## src/rtl/uart_io_port.sv

```systemverilog
// uart_io_port: 8N1 UART peripheral on the processor's 8-bit IO port bus.
//
// Port map:
//   write 0x01 push byte to TX FIFO (dropped when full, sets tx_drop_q)
//   read  0x01 RX FIFO head (0x00 when empty); pops on IO_read_strobe
//   read  0x02 0xFF when RX FIFO non-empty, else 0x00
//   read  0x03 0xFF when TX FIFO full, else 0x00
//   other reads return 0xFF, other writes are ignored
//
// Ports:
//   clk100          single clock
//   reset           synchronous, active-high
//   IO_port_ID      port address, qualified by either strobe
//   IO_write_data   write data, qualified by IO_write_strobe
//   IO_write_strobe one-cycle write pulse
//   IO_read_strobe  one-cycle read pulse
//   IO_read_data    combinational read data
//   uart_tx         serial output, idle high
//   uart_rx         serial input, asynchronous
//
// Build option: define UART_RX_EN to build the receive path (synchroniser, RX FSM,
// RX FIFO). Without it uart_rx is unused and reads of 0x01/0x02 return 0x00.
//
// Debug flags tx_drop_q, rx_ferr_q and rx_overrun_q are sticky until reset and have
// no port; they are observed hierarchically.

module uart_io_port #(
    parameter int unsigned CLKS_PER_BIT = 868,
    parameter int unsigned FIFO_DEPTH   = 16
) (
    input  logic       clk100,
    input  logic       reset,
    input  logic [7:0] IO_port_ID,
    input  logic [7:0] IO_write_data,
    input  logic       IO_write_strobe,
    input  logic       IO_read_strobe,
    output logic [7:0] IO_read_data,
    output logic       uart_tx,
    input  logic       uart_rx
);

    localparam int unsigned AW = $clog2(FIFO_DEPTH);
    localparam int unsigned PW = AW + 1;
    localparam int unsigned CW = $clog2(CLKS_PER_BIT);

    localparam logic [CW-1:0] CntOne   = CW'(1);
    localparam logic [CW-1:0] BitLast  = CW'(CLKS_PER_BIT - 1);
    localparam logic [CW-1:0] HalfLast = CW'(CLKS_PER_BIT / 2 - 1);
    localparam logic [PW-1:0] PtrOne   = PW'(1);

    localparam logic [7:0] PortData   = 8'h01;
    localparam logic [7:0] PortRxStat = 8'h02;
    localparam logic [7:0] PortTxStat = 8'h03;

    typedef enum logic [1:0] {StIdle, StStart, StData, StStop} uart_state_e;

    // ------------------------------------------------------------------
    // TX FIFO
    // ------------------------------------------------------------------
    logic [7:0]    tx_mem [FIFO_DEPTH];
    logic [PW-1:0] tx_wptr_q, tx_rptr_q;
    logic          tx_empty, tx_full, tx_wr_req, tx_push, tx_pop;
    logic          tx_drop_q;

    assign tx_empty  = (tx_wptr_q == tx_rptr_q);
    assign tx_full   = (tx_wptr_q[AW] != tx_rptr_q[AW]) &&
                       (tx_wptr_q[AW-1:0] == tx_rptr_q[AW-1:0]);
    assign tx_wr_req = IO_write_strobe && (IO_port_ID == PortData);
    // A pop in the same cycle frees the slot, so a full FIFO still accepts.
    assign tx_push   = tx_wr_req && (!tx_full || tx_pop);

    always_ff @(posedge clk100) begin
        if (reset) begin
            tx_wptr_q <= '0;
            tx_rptr_q <= '0;
            tx_drop_q <= 1'b0;
        end else begin
            if (tx_push) tx_wptr_q <= tx_wptr_q + PtrOne;
            if (tx_pop)  tx_rptr_q <= tx_rptr_q + PtrOne;
            if (tx_wr_req && !tx_push) tx_drop_q <= 1'b1;
        end
    end

    always_ff @(posedge clk100) begin
        if (tx_push) tx_mem[tx_wptr_q[AW-1:0]] <= IO_write_data;
    end

    // ------------------------------------------------------------------
    // TX FSM
    // ------------------------------------------------------------------
    uart_state_e   tx_state_q, tx_state_d;
    logic [CW-1:0] tx_cnt_q, tx_cnt_d;
    logic [2:0]    tx_bit_q, tx_bit_d;
    logic [7:0]    tx_shift_q, tx_shift_d;
    logic          tx_line_q, tx_line_d;

    always_ff @(posedge clk100) begin
        if (reset) begin
            tx_state_q <= StIdle;
            tx_cnt_q   <= '0;
            tx_bit_q   <= '0;
            tx_shift_q <= '0;
            tx_line_q  <= 1'b1;
        end else begin
            tx_state_q <= tx_state_d;
            tx_cnt_q   <= tx_cnt_d;
            tx_bit_q   <= tx_bit_d;
            tx_shift_q <= tx_shift_d;
            tx_line_q  <= tx_line_d;
        end
    end

    always_comb begin
        tx_state_d = tx_state_q;
        tx_cnt_d   = tx_cnt_q;
        tx_bit_d   = tx_bit_q;
        tx_shift_d = tx_shift_q;
        tx_pop     = 1'b0;
        unique case (tx_state_q)
            StIdle: begin
                if (!tx_empty) begin
                    tx_pop     = 1'b1;
                    tx_shift_d = tx_mem[tx_rptr_q[AW-1:0]];
                    tx_cnt_d   = '0;
                    tx_state_d = StStart;
                end
            end
            StStart: begin
                if (tx_cnt_q == BitLast) begin
                    tx_cnt_d   = '0;
                    tx_bit_d   = '0;
                    tx_state_d = StData;
                end else begin
                    tx_cnt_d = tx_cnt_q + CntOne;
                end
            end
            StData: begin
                if (tx_cnt_q == BitLast) begin
                    tx_cnt_d   = '0;
                    tx_shift_d = tx_shift_q >> 1;
                    if (tx_bit_q == 3'd7) tx_state_d = StStop;
                    else                  tx_bit_d   = tx_bit_q + 3'd1;
                end else begin
                    tx_cnt_d = tx_cnt_q + CntOne;
                end
            end
            StStop: begin
                if (tx_cnt_q == BitLast) tx_state_d = StIdle;
                else                     tx_cnt_d   = tx_cnt_q + CntOne;
            end
            default: tx_state_d = StIdle;
        endcase
    end

    // Line level is decoded from next state so uart_tx is a clean register output.
    always_comb begin
        tx_line_d = 1'b1;
        case (tx_state_d)
            StStart: tx_line_d = 1'b0;
            StData:  tx_line_d = tx_shift_d[0];
            default: tx_line_d = 1'b1;
        endcase
    end

    assign uart_tx = tx_line_q;

    // ------------------------------------------------------------------
    // RX path
    // ------------------------------------------------------------------
    logic       rx_avail;
    logic [7:0] rx_head;

`ifdef UART_RX_EN
    logic          rx_meta_q, rx_sync_q, rx_prev_q;
    uart_state_e   rx_state_q, rx_state_d;
    logic [CW-1:0] rx_cnt_q, rx_cnt_d;
    logic [2:0]    rx_bit_q, rx_bit_d;
    logic [7:0]    rx_shift_q, rx_shift_d;
    logic          rx_stop_done, rx_push_req, rx_ferr_set;
    logic          rx_ferr_q, rx_overrun_q;

    logic [7:0]    rx_mem [FIFO_DEPTH];
    logic [PW-1:0] rx_wptr_q, rx_rptr_q;
    logic          rx_empty, rx_full, rx_push, rx_pop;

    always_ff @(posedge clk100) begin
        if (reset) begin
            rx_meta_q  <= 1'b1;
            rx_sync_q  <= 1'b1;
            rx_prev_q  <= 1'b1;
            rx_state_q <= StIdle;
            rx_cnt_q   <= '0;
            rx_bit_q   <= '0;
            rx_shift_q <= '0;
        end else begin
            rx_meta_q  <= uart_rx;
            rx_sync_q  <= rx_meta_q;
            rx_prev_q  <= rx_sync_q;
            rx_state_q <= rx_state_d;
            rx_cnt_q   <= rx_cnt_d;
            rx_bit_q   <= rx_bit_d;
            rx_shift_q <= rx_shift_d;
        end
    end

    always_comb begin
        rx_state_d = rx_state_q;
        rx_cnt_d   = rx_cnt_q;
        rx_bit_d   = rx_bit_q;
        rx_shift_d = rx_shift_q;
        unique case (rx_state_q)
            StIdle: begin
                if (rx_prev_q && !rx_sync_q) begin
                    rx_cnt_d   = '0;
                    rx_state_d = StStart;
                end
            end
            StStart: begin
                if (rx_cnt_q == HalfLast) begin
                    rx_cnt_d = '0;
                    rx_bit_d = '0;
                    // Line high again at mid start bit: treat as a glitch.
                    rx_state_d = rx_sync_q ? StIdle : StData;
                end else begin
                    rx_cnt_d = rx_cnt_q + CntOne;
                end
            end
            StData: begin
                if (rx_cnt_q == BitLast) begin
                    rx_cnt_d   = '0;
                    rx_shift_d = {rx_sync_q, rx_shift_q[7:1]};
                    if (rx_bit_q == 3'd7) rx_state_d = StStop;
                    else                  rx_bit_d   = rx_bit_q + 3'd1;
                end else begin
                    rx_cnt_d = rx_cnt_q + CntOne;
                end
            end
            StStop: begin
                // After a framing error the line may still be low; IDLE only
                // leaves on a fresh 1->0 edge, which implies waiting for high.
                if (rx_cnt_q == BitLast) rx_state_d = StIdle;
                else                     rx_cnt_d   = rx_cnt_q + CntOne;
            end
            default: rx_state_d = StIdle;
        endcase
    end

    always_comb begin
        rx_stop_done = (rx_state_q == StStop) && (rx_cnt_q == BitLast);
        rx_push_req  = rx_stop_done && rx_sync_q;
        rx_ferr_set  = rx_stop_done && !rx_sync_q;
    end

    assign rx_empty = (rx_wptr_q == rx_rptr_q);
    assign rx_full  = (rx_wptr_q[AW] != rx_rptr_q[AW]) &&
                      (rx_wptr_q[AW-1:0] == rx_rptr_q[AW-1:0]);
    assign rx_pop   = IO_read_strobe && (IO_port_ID == PortData) && !rx_empty;
    assign rx_push  = rx_push_req && (!rx_full || rx_pop);

    always_ff @(posedge clk100) begin
        if (reset) begin
            rx_wptr_q    <= '0;
            rx_rptr_q    <= '0;
            rx_ferr_q    <= 1'b0;
            rx_overrun_q <= 1'b0;
        end else begin
            if (rx_push) rx_wptr_q <= rx_wptr_q + PtrOne;
            if (rx_pop)  rx_rptr_q <= rx_rptr_q + PtrOne;
            if (rx_ferr_set) rx_ferr_q <= 1'b1;
            if (rx_push_req && !rx_push) rx_overrun_q <= 1'b1;
        end
    end

    always_ff @(posedge clk100) begin
        if (rx_push) rx_mem[rx_wptr_q[AW-1:0]] <= rx_shift_q;
    end

    assign rx_avail = !rx_empty;
    assign rx_head  = rx_mem[rx_rptr_q[AW-1:0]];

    logic unused_rx_flags;
    assign unused_rx_flags = rx_ferr_q ^ rx_overrun_q;
`else
    assign rx_avail = 1'b0;
    assign rx_head  = 8'h00;

    logic unused_rx_inputs;
    assign unused_rx_inputs = uart_rx ^ IO_read_strobe;
`endif

    logic unused_tx_flags;
    assign unused_tx_flags = tx_drop_q;

    // ------------------------------------------------------------------
    // Read decode
    // ------------------------------------------------------------------
    always_comb begin
        IO_read_data = 8'hFF;
        case (IO_port_ID)
            PortData:   IO_read_data = rx_avail ? rx_head : 8'h00;
            PortRxStat: IO_read_data = rx_avail ? 8'hFF : 8'h00;
            PortTxStat: IO_read_data = tx_full ? 8'hFF : 8'h00;
            default:    IO_read_data = 8'hFF;
        endcase
    end

endmodule
```

## config.mk

```make
export PLATFORM = sky130hd
export DESIGN_NAME = uart_io_port
export DESIGN_NICKNAME = d
export VERILOG_FILES = /design/src/rtl/uart_io_port.sv
export SDC_FILE = /design/constraint.sdc
export NUM_CORES = 1
export LEC_CHECK = 0
export CAP_MARGIN = 40
export CORE_ASPECT_RATIO = 0.5
export CORE_UTILIZATION = 65
export CTS_BUF_LIST = sky130_fd_sc_hd__clkbuf_16
export DETAILED_ROUTE_END_ITERATION = 7
export GPL_TIMING_DRIVEN = 0
export PLACE_DENSITY = 0.92
export SYNTH_ARGS = -nofsm -noshare
export SYNTH_HDL_FRONTEND = slang
export SYNTH_SLANG_ARGS = --single-unit
```

## constraint.sdc

```tcl
create_clock -name clk100 -period 5.52 [get_ports clk100]
set_clock_uncertainty 0.15 [all_clocks]
set_input_delay 1.104 -clock clk100 [delete_from_list [all_inputs] [get_ports clk100]]
set_output_delay 1.104 -clock clk100 [all_outputs]
set_load 0.05 [all_outputs]
```

## Word level (Yosys, flattened, before mapping)

Memories as Yosys holds them, arrays and structs flattened. A register that Yosys moved wholly into a read port is not among the register bits.
Cells that the tools add are included.

- Add/sub/neg operators: 4
- Multipliers: 0
- Divide/modulo/power cells: 0
- Magnitude comparators: 0
- Equal/unequal tests: 18
- Shifts and indexed selects: 0
- Multiplexer cells: 26
- Bitwise operators: 0
- Reduce and logical (&&, ||, !) cells: 13

Operator list:

| kind | number |
|---|---|
| case mux 8 bit (2 select lines) | 2 |
| 2-to-1 mux 10 bit | 3 |
| case mux 10 bit (3 select lines) | 1 |
| 2-to-1 mux 8 bit | 3 |
| == test 8 x 2 -> 1 bit (second input constant) | 2 |
| adder 10 x 1 -> 10 bit (second input constant) | 1 |
| adder 5 x 1 -> 5 bit (second input constant) | 2 |
| == test 10 bit (second input constant) | 1 |
| 2-to-1 mux 2 bit | 5 |
| != test 2 bit (second input constant) | 5 |
| 2-to-1 mux 3 bit | 3 |
| == test 8 x 1 -> 1 bit (second input constant) | 1 |
| 2-to-1 mux 4 bit | 2 |
| case mux 2 bit (4 select lines) | 1 |
| == test 2 bit (second input constant) | 3 |
| case mux 3 bit (2 select lines) | 1 |
| == test 5 bit | 1 |
| == test 2 x 1 -> 1 bit (second input constant) | 2 |
| == test 4 bit | 1 |
| 2-to-1 mux 1 bit | 4 |
| AND reduction 4 bit | 1 |
| nonzero test 2 bit | 2 |
| OR reduction 2 bit | 2 |
| adder 3 x 1 -> 3 bit (second input constant) | 1 |
| 9 further kinds | 11 |

- Register bits: 34
- Bits in latches: 0
- Bits in writable memories: 128
- ROM bits: 0
- Bits of input ports: 21
- Memories kept: 1

Memory list:

| memory | words | bits a word | read ports | clocked after Yosys merged registers in | wr ports | line | text |
|---|---|---|---|---|---|---|---|
| tx_mem | 16 | 8 | 1 | 1 | 1 | 60 | `logic [7:0] tx_mem [FIFO_DEPTH];` |

## Longest topological paths before layout

Gate-level depths: netlist of run 1.

- Depth in word-level cells: 7
- Gate-level depth with buffers: 9

## Worst setup path before layout of run 1

OpenSTA, ideal clock, no wires.

- Kind: input to output
- Start: input IO_port_ID[5]
- End: output IO_read_data[1]
- Arrival time: 2.449 ns
- Required time: 4.266 ns
- Path slack: 1.817 ns
- Stages on the path: 4
- Buffers on the path: 1
- Cell sequence: nor4_1 nand2_1 or3_1 buf_4

- Word-level cells in the longest chain between the ends: 3
- Elaborated cells between the ends (all ways): 5
- Those cells by class: eq/ne: 3; mux: 1; reduce/logical: 1

Ends and longest elaborated chain:

| element | line | text |
|---|---|---|
| from (decl) | 33 | `input logic [7:0] IO_port_ID,` |
| == test 8 x 1 -> 1 bit or == test 8 x 2 -> 1 bit (tied branches) | 299 | `case (IO_port_ID)` |
| OR reduction 2 bit (no line) | n/a |  |
| case mux 8 bit (2 select lines) * | 299 |  |
| to (decl) | 37 | `output logic [7:0] IO_read_data,` |

Every way passes the cells marked *; elsewhere a longest branch is shown, timed or not.

## Worst setup path after layout of run 1

- Start: input IO_port_ID[5]
- End: output IO_read_data[4]

The elaborated chain is that of the path after synthesis.

==> results of run 1 <==
registers in the layout, summed over array words and instances, names as in the netlist, named ones only:
register and cells:
tx_wptr_q 5, tx_cnt_q 10, tx_shift_q 8, tx_bit_q 3, tx_rptr_q 5, tx_state_q 2
tx_mem 128, uart_tx 1
metrics by stage:
step / util / setup slack, ns / hold slack, ns
after CTS: 0.777 / 0.925 / 0.340
after detailed placement: 0.721 / 0.924 / 0.330
after global routing: 0.779 / 0.775 / 0.351
after global placement: 0.716 / 1.00 / 0.311
after floorplan: - / 1.82 / 0.300
final: 0.779 / 0.952 / 0.337
per-layer routing:
layer | routed length (um) | share of wire | global-route usage | vias to the layer above
met1 | 6010 | 0.39 | 0.404 | 2069
met3 | 1510 | 0.098 | 0.0800 | 51
met4 | 429 | 0.028 | 0.118 | 0
met5 | 0 | 0 | 0 | -
met2 | 7510 | 0.49 | 0.504 | 291
li1 | - | - | - | 1774
synth_stat cells (2+ instances only):
cell type,n
buf_1,2
clkbuf_1,8
dfxtp_1,38
o21ai_0,3
nand2_1,17
nor4_1,2
a31oi_1,2
inv_1,9
and3_1,2
or3_1,2
buf_4,8
nor3_1,7
buf_6,2
nand4_1,6
a32oi_1,6
xnor2_1,9
mux4_2,38
nand3_1,6
mux2i_1,6
a21oi_1,9
buf_2,8
ha_1,12
xor2_1,11
nor3b_1,3
edfxtp_1,128
nand2b_1,4
nor2_1,52
a211oi_1,9
power breakdown:
part	switching, mW	internal [mW]
Combinational	0.247	0.182
Clock	0.493	0.670
Sequential	0.0224	1.38
Total	0.762	2.23
tightest hold or removal path, stage by stage (launching register included):
cell and delay (ns):
dfxtp_1 0.32, nand2b_1 0.07, a21oi_1 0.05
final timing paths:
path | start | end | cells after the start
worst max-delay path | IO_port_ID[5] | IO_read_data[4] | 6
worst min-delay path | tx_bit_q[1] | tx_bit_q[1] | 2
worst max register to register | tx_rptr_q[4] | tx_mem[0][2] | 6
worst min register to register | tx_bit_q[1] | tx_bit_q[1] | 2
cell type report:
| cell class | instances | area (sq um) | share of cell area |
|---|---|---|---|
| clock buffers | 17 | 425 | 0.0533 |
| flip-flops and latches | 166 | 4600 | 0.577 |
| well taps | 140 | 175 | 0.0220 |
| multi-input cells | 227 | 2090 | 0.262 |
| repair buffers | 37 | 335 | 0.0420 |
| inverters | 9 | 33.8 | 0.00423 |
| clock inverters | 15 | 155 | 0.0194 |
| plain buffers | 28 | 160 | 0.0201 |
kinds of logic after synthesis:
kind of cell               Yosys count
muxes                               45
buffers and inverters               37
DFF                                166
AOI/OAI and AO/OA                   38
xor gates and xnor gates            20
and+or+nand+nor                    112
adders and majority gates           12
layout by cell type, fill, tap and decap left out, types with 11 or more instances in the layout:
| master | count |
|---|---|
| clkbuf_16 | 17 |
| edfxtp_1 | 128 |
| xor2_1 | 11 |
| ha_1 | 12 |
| inv_1 | 12 |
| nand2_1 | 17 |
| mux4_2 | 38 |
| buf_4 | 14 |
| clkdlybuf4s50_1 | 27 |
| dfxtp_1 | 38 |
| nor2_1 | 52 |
| buf_2 | 12 |
==> qor.csv, run 1 <==
stage,metric,value,unit
clock_tree,H-tree depth,4,
worst_setup_path,cell mode on critical path,clkdlybuf4s50_1,
logic_synthesis,area share of and/or/nand/nor cells after synthesis,0.0801,
cells_and_area,Post-Layout Cell Count,639,
route,DR vias/cell,6.55,
logic_synthesis,synthesized area,0.00689,sq mm
global_routing,initial antenna violation count,0,
cells_and_area,final design area excluding fillers,0.00798,sq mm
flow_run,MaxCap Viol Count,0,
floorplan,row cnt,26,
logic_synthesis,average size of a mapped cell,16.0,sq um
place,dpl hpwl,9940,um
pwr,PwrDens,375,mW/mm^2
sta,Least-Margin Pin Slew,0.890,ns
worst_setup_path,"Largest stage delay, worst path",0.69,ns
route,TritonRoute pass-1 iters,5,
floorplan,I/O Pins,30,
sta,Slew HR,0.406,
logic_synthesis,post-synthesis mux area share,0.135,
logic_synthesis,Synth Warn #,0,
route,Post-Route WL,15500,um
logic_synthesis,"top cells by area, synth","edfxtp_1 (56%), mux4_2 (12%), dfxtp_1 (11%)",
logic_synthesis,Post-Synth XOR/XNOR Area,0.0254,
clock_tree,postcts setup bufs,0,
logic_synthesis,Synth Area in Compound Gates,0.0416,
sta,endpoints failing setup,0,
cells_and_area,number of antenna diodes,0,
pwr,Power Total,2.99,mW
clock_tree,CTS tree,built,
floorplan,Die W,148,um
logic_synthesis,post-synthesis adder-cell area fraction,0.0218,
clock_tree,CTS Hold Bufs,0,
worst_setup_path,Startpoint Class,input port,
worst_hold_path,HP Class,reg2reg,
sta,max-slew violations,0,
sta,FMAX,0.219,GHz
cells_and_area,Nets,519,
sta,Final Hold Viols,0,
place,IO buf count,27,
logic_synthesis,#FFs+latches synth,166,
status,status,"complete, no violations",
clock_tree,clock latency on the worst-skew pair,0.42,ns
worst_setup_path,r2r setup slk,2.43,ns
cells_and_area,fraction of layout cells with a size suffix above 1,0.202,
sta,Period minus WS final,4.57,ns
logic_synthesis,Post-synth EDFFs,128,
floorplan,Die ar.,0.0110,sq mm
clock_tree,CTS buffer count,17,
pwr,Pleak,2.63,nW
global_routing,first-pass GRT wire length,23500,um
route,DRC viols,0,
place,placed cell areas,0.00738,sq mm
clock_tree,post-CTS sizing,0,
clock_tree,clk sinks,166,
logic_synthesis,Synth cell types,49,
logic_synthesis,"area leader, netlist",edfxtp_1,
sta,fin crit share,0.828,
worst_setup_path,crit-path max FO,8,
route,via count,4185,
cells_and_area,synthesis-to-finish area growth,15.8,%
route,initial drt markers,426,
floorplan,Initial Utilization,0.672,
worst_setup_path,Critical Path RT,4.27,ns
clock_tree,clk buf depth,2,
worst_setup_path,endpoint class of the critical path,output port,
sta,RSZ-0062 raised after global routing,no,
floorplan,Die Span Y,74.8,um
worst_setup_path,crit path DAT,3.31,ns
worst_setup_path,slowest CP cell,clkdlybuf4s50_1,
worst_setup_path,CP Buf/Inv Count,3,
route,antenna-violating nets left,0,
global_routing,pin count of the biggest net entering global routing,17,
global_routing,total track usage,0.306,
logic_synthesis,Synth Net Count,463,
sta,setup TNS,0,ns
logic_synthesis,Synth async-reset ratio,0,
place,RePlAce Congestion,0.891,
pwr,worst vdd ir,228,uV
worst_setup_path,Crit Path Class,in2out,
clock_tree,clock slew seen by the registers of the worst setup and hold paths,0.06,ns
worst_setup_path,"CP delay by family, top",buffers and inverters,
floorplan,Placeable Area,0.0102,sq mm
logic_synthesis,"Top FF cell, synth",edfxtp_1,
logic_synthesis,largest family of logic cells by synthesized area,multiplexers,
place,placed cell count,605,
logic_synthesis,register area share after synthesis,0.668,
cells_and_area,Filler cells,530,
clock_tree,Root Buffer,clkbuf_16,
logic_synthesis,top-area cell type share of the netlist area,0.558,
global_routing,GRT overflow,0,
worst_setup_path,sequence of cells on the critical path,clkdlybuf4s50_1 > nor4_1 > nand2_1 > or3_1 > buf_4 > clkdlybuf4s50_1,
global_routing,vias in the first global route,3952,
logic_synthesis,Mapped Cells,430,
route,wire per inst,24.2,um
(Power assumes the default switching activity.)
==> run 2: changes to the inputs <==
Settings changed: CORE_UTILIZATION 65 to 54, PLACE_DENSITY 0.92 to 0.82.
Clock period 5.52 ns to 4.1 ns, I/O delays scaled along.
==> qor.csv, run 2 (synthesized netlist as in run 1, its figures left out) <==
stage,metric,value,unit,change
cells_and_area,final design area excluding fillers,0.00811,sq mm,+1.6%
worst_setup_path,slowest CP cell,clkdlybuf4s50_1,,
route,DRC viols,0,,unchanged
route,TritonRoute pass-1 iters,5,,unchanged
pwr,Power Total,4.04,mW,+35%
worst_setup_path,Startpoint Class,input port,,
sta,Slew HR,0.408,,+0.00120
global_routing,initial antenna violation count,0,,unchanged
floorplan,I/O Pins,30,,unchanged
cells_and_area,synthesis-to-finish area growth,17.7,%,
sta,Final Hold Viols,0,,unchanged
sta,RSZ-0062 raised after global routing,no,,
flow_run,MaxCap Viol Count,0,,unchanged
floorplan,Initial Utilization,0.568,,-0.104
cells_and_area,fraction of layout cells with a size suffix above 1,0.220,,+0.0178
sta,worst setup margin,0.188,ns,-0.764 ns
cells_and_area,number of antenna diodes,0,,unchanged
clock_tree,clk buf depth,2,,unchanged
worst_hold_path,HP Class,reg2reg,,
sta,Least-Margin Pin Slew,0.885,ns,-0.00508 ns
global_routing,pin count of the biggest net entering global routing,19,,+2
cells_and_area,Post-Layout Cell Count,669,,+4.7%
floorplan,Die W,162,um,+9.6%
clock_tree,clock slew seen by the registers of the worst setup and hold paths,0.06,ns,about the same
clock_tree,Root Buffer,clkbuf_16,,
worst_setup_path,Crit Path Class,in2out,,
floorplan,row cnt,28,,+7.7%
worst_setup_path,"Largest stage delay, worst path",0.75,ns,+0.06 ns
status,status,"complete, no violations",,
cells_and_area,Nets,524,,+0.96%
route,wire per inst,21.9,um,-9.3%
floorplan,Die Span Y,81.9,um,+9.5%
floorplan,Die ar.,0.0132,sq mm,+20%
place,placed cell count,636,,+5.1%
cells_and_area,most frequent cells in the layout,"edfxtp_1 (128), nor2_1 (52), mux4_2 (38), dfxtp_1 (38), buf_4 (21)",,
worst_setup_path,endpoint class of the critical path,output port,,
floorplan,Placeable Area,0.0121,sq mm,+18%
global_routing,total track usage,0.241,,-0.0649
place,dpl hpwl,9250,um,-6.9%
route,Post-Route WL,14700,um,-5.1%
global_routing,GRT overflow,0,,unchanged
clock_tree,clk sinks,166,,unchanged
clock_tree,CTS tree,built,,
worst_setup_path,crit path DAT,2.94,ns,-0.37 ns
place,IO buf count,27,,unchanged
clock_tree,clock latency on the worst-skew pair,0.42,ns,about the same
cells_and_area,max reg flops,128,,unchanged
cells_and_area,"commonest non-fill, non-tap cell in the layout",edfxtp_1,,
sta,FMAX,0.256,GHz,
route,via count,3993,,-4.6%
worst_setup_path,sequence of cells on the critical path,clkdlybuf4s50_1 > nor4_1 > nand2_1 > or3_1 > clkdlybuf4s50_1,,
global_routing,first-pass GRT wire length,22500,um,-4.3%
clock_tree,CTS Hold Bufs,0,,unchanged
pwr,PwrDens,499,mW/mm^2,+33%
worst_setup_path,cell mode on critical path,clkdlybuf4s50_1,,
worst_setup_path,Critical Path RT,3.13,ns,-1.14 ns
route,initial drt markers,445,,+4.5%
global_routing,vias in the first global route,3970,,+0.46%
worst_setup_path,crit-path max FO,8,,unchanged
sta,endpoints failing setup,0,,unchanged
sta,fin crit share,0.954,,
clock_tree,H-tree depth,4,,unchanged
sta,setup TNS,0,ns,unchanged
place,RePlAce Congestion,0.813,,-8.8%
sta,Period minus WS final,3.91,ns,
pwr,worst vdd ir,389,uV,+71%
route,DR vias/cell,5.97,,-8.9%
cells_and_area,Filler cells,800,,+51%
cells_and_area,Multi-input gate area,0.00210,sq mm,+0.48%
route,antenna-violating nets left,0,,unchanged
sta,max-slew violations,0,,unchanged
cells_and_area,Storage cell area,0.00460,sq mm,unchanged
clock_tree,CTS buffer count,17,,unchanged
place,DP Worst Slack,0.0391,ns,-0.885 ns
pwr,Pleak,2.67,nW,+1.5%
place,placed cell areas,0.00748,sq mm,+1.3%
-- run 2: timing repair --
action                                  4_1_cts  5_1_grt
gates resized for setup                       0        7
endpoints found under the setup margin        0        7
setup buffers                                 0        0
-- run 2: layer usage --
metal	vias to the layer above	GRT usage	share of wire
li1	1775	-	-
met1	2002	0.301	0.41
met2	191	0.396	0.48
met3	25	0.0717	0.088
met4	0	0.108	0.021
met5	-	0	0
-- run 2: power breakdown --
group          switching, mW  total (mW)  internal (mW)
clock network          0.733        1.61          0.875
registers             0.0303        1.89           1.86
logic                  0.307       0.551          0.244
-- run 2: path summary, 6_finish.rpt --
path / from / endpoint / depth (start not counted) / slack (ns)
hold / removal: tx_bit_q[2] / tx_bit_q[2] / 2 / 0.33
setup / recovery: IO_port_ID[5] / IO_read_data[0] / 5 / 0.19
setup reg to reg: tx_rptr_q[4] / tx_mem[1][1] / 6 / 1.06
hold reg to reg: tx_bit_q[2] / tx_bit_q[2] / 2 / 0.33
-- run 2: final cells by class --
cell class | instances | share of cell area
Clock buffer | 17 | 0.0525
Sequential cell | 166 | 0.568
Inverter | 9 | 0.00417
Tap cell | 165 | 0.0255
Buffer | 28 | 0.0198
Multi-Input combinational cell | 227 | 0.259
Timing Repair Buffer | 42 | 0.0495
Clock inverter | 15 | 0.0216
-- run 2: critical path, delay by kind of cell --
family        cells  cell delay (ns)
buf+inv           2             1.15
simple gates      3             0.97
-- run 2: per-stage QoR --
| step | util | hold slack [ns] |
|---|---|---|
| after global placement | 0.608 | 0.309 |
| final | 0.669 | 0.330 |
| after detailed placement | 0.617 | 0.319 |
| after global routing | 0.669 | 0.351 |
| after floorplan | - | 0.300 |
| after CTS | 0.667 | 0.328 |
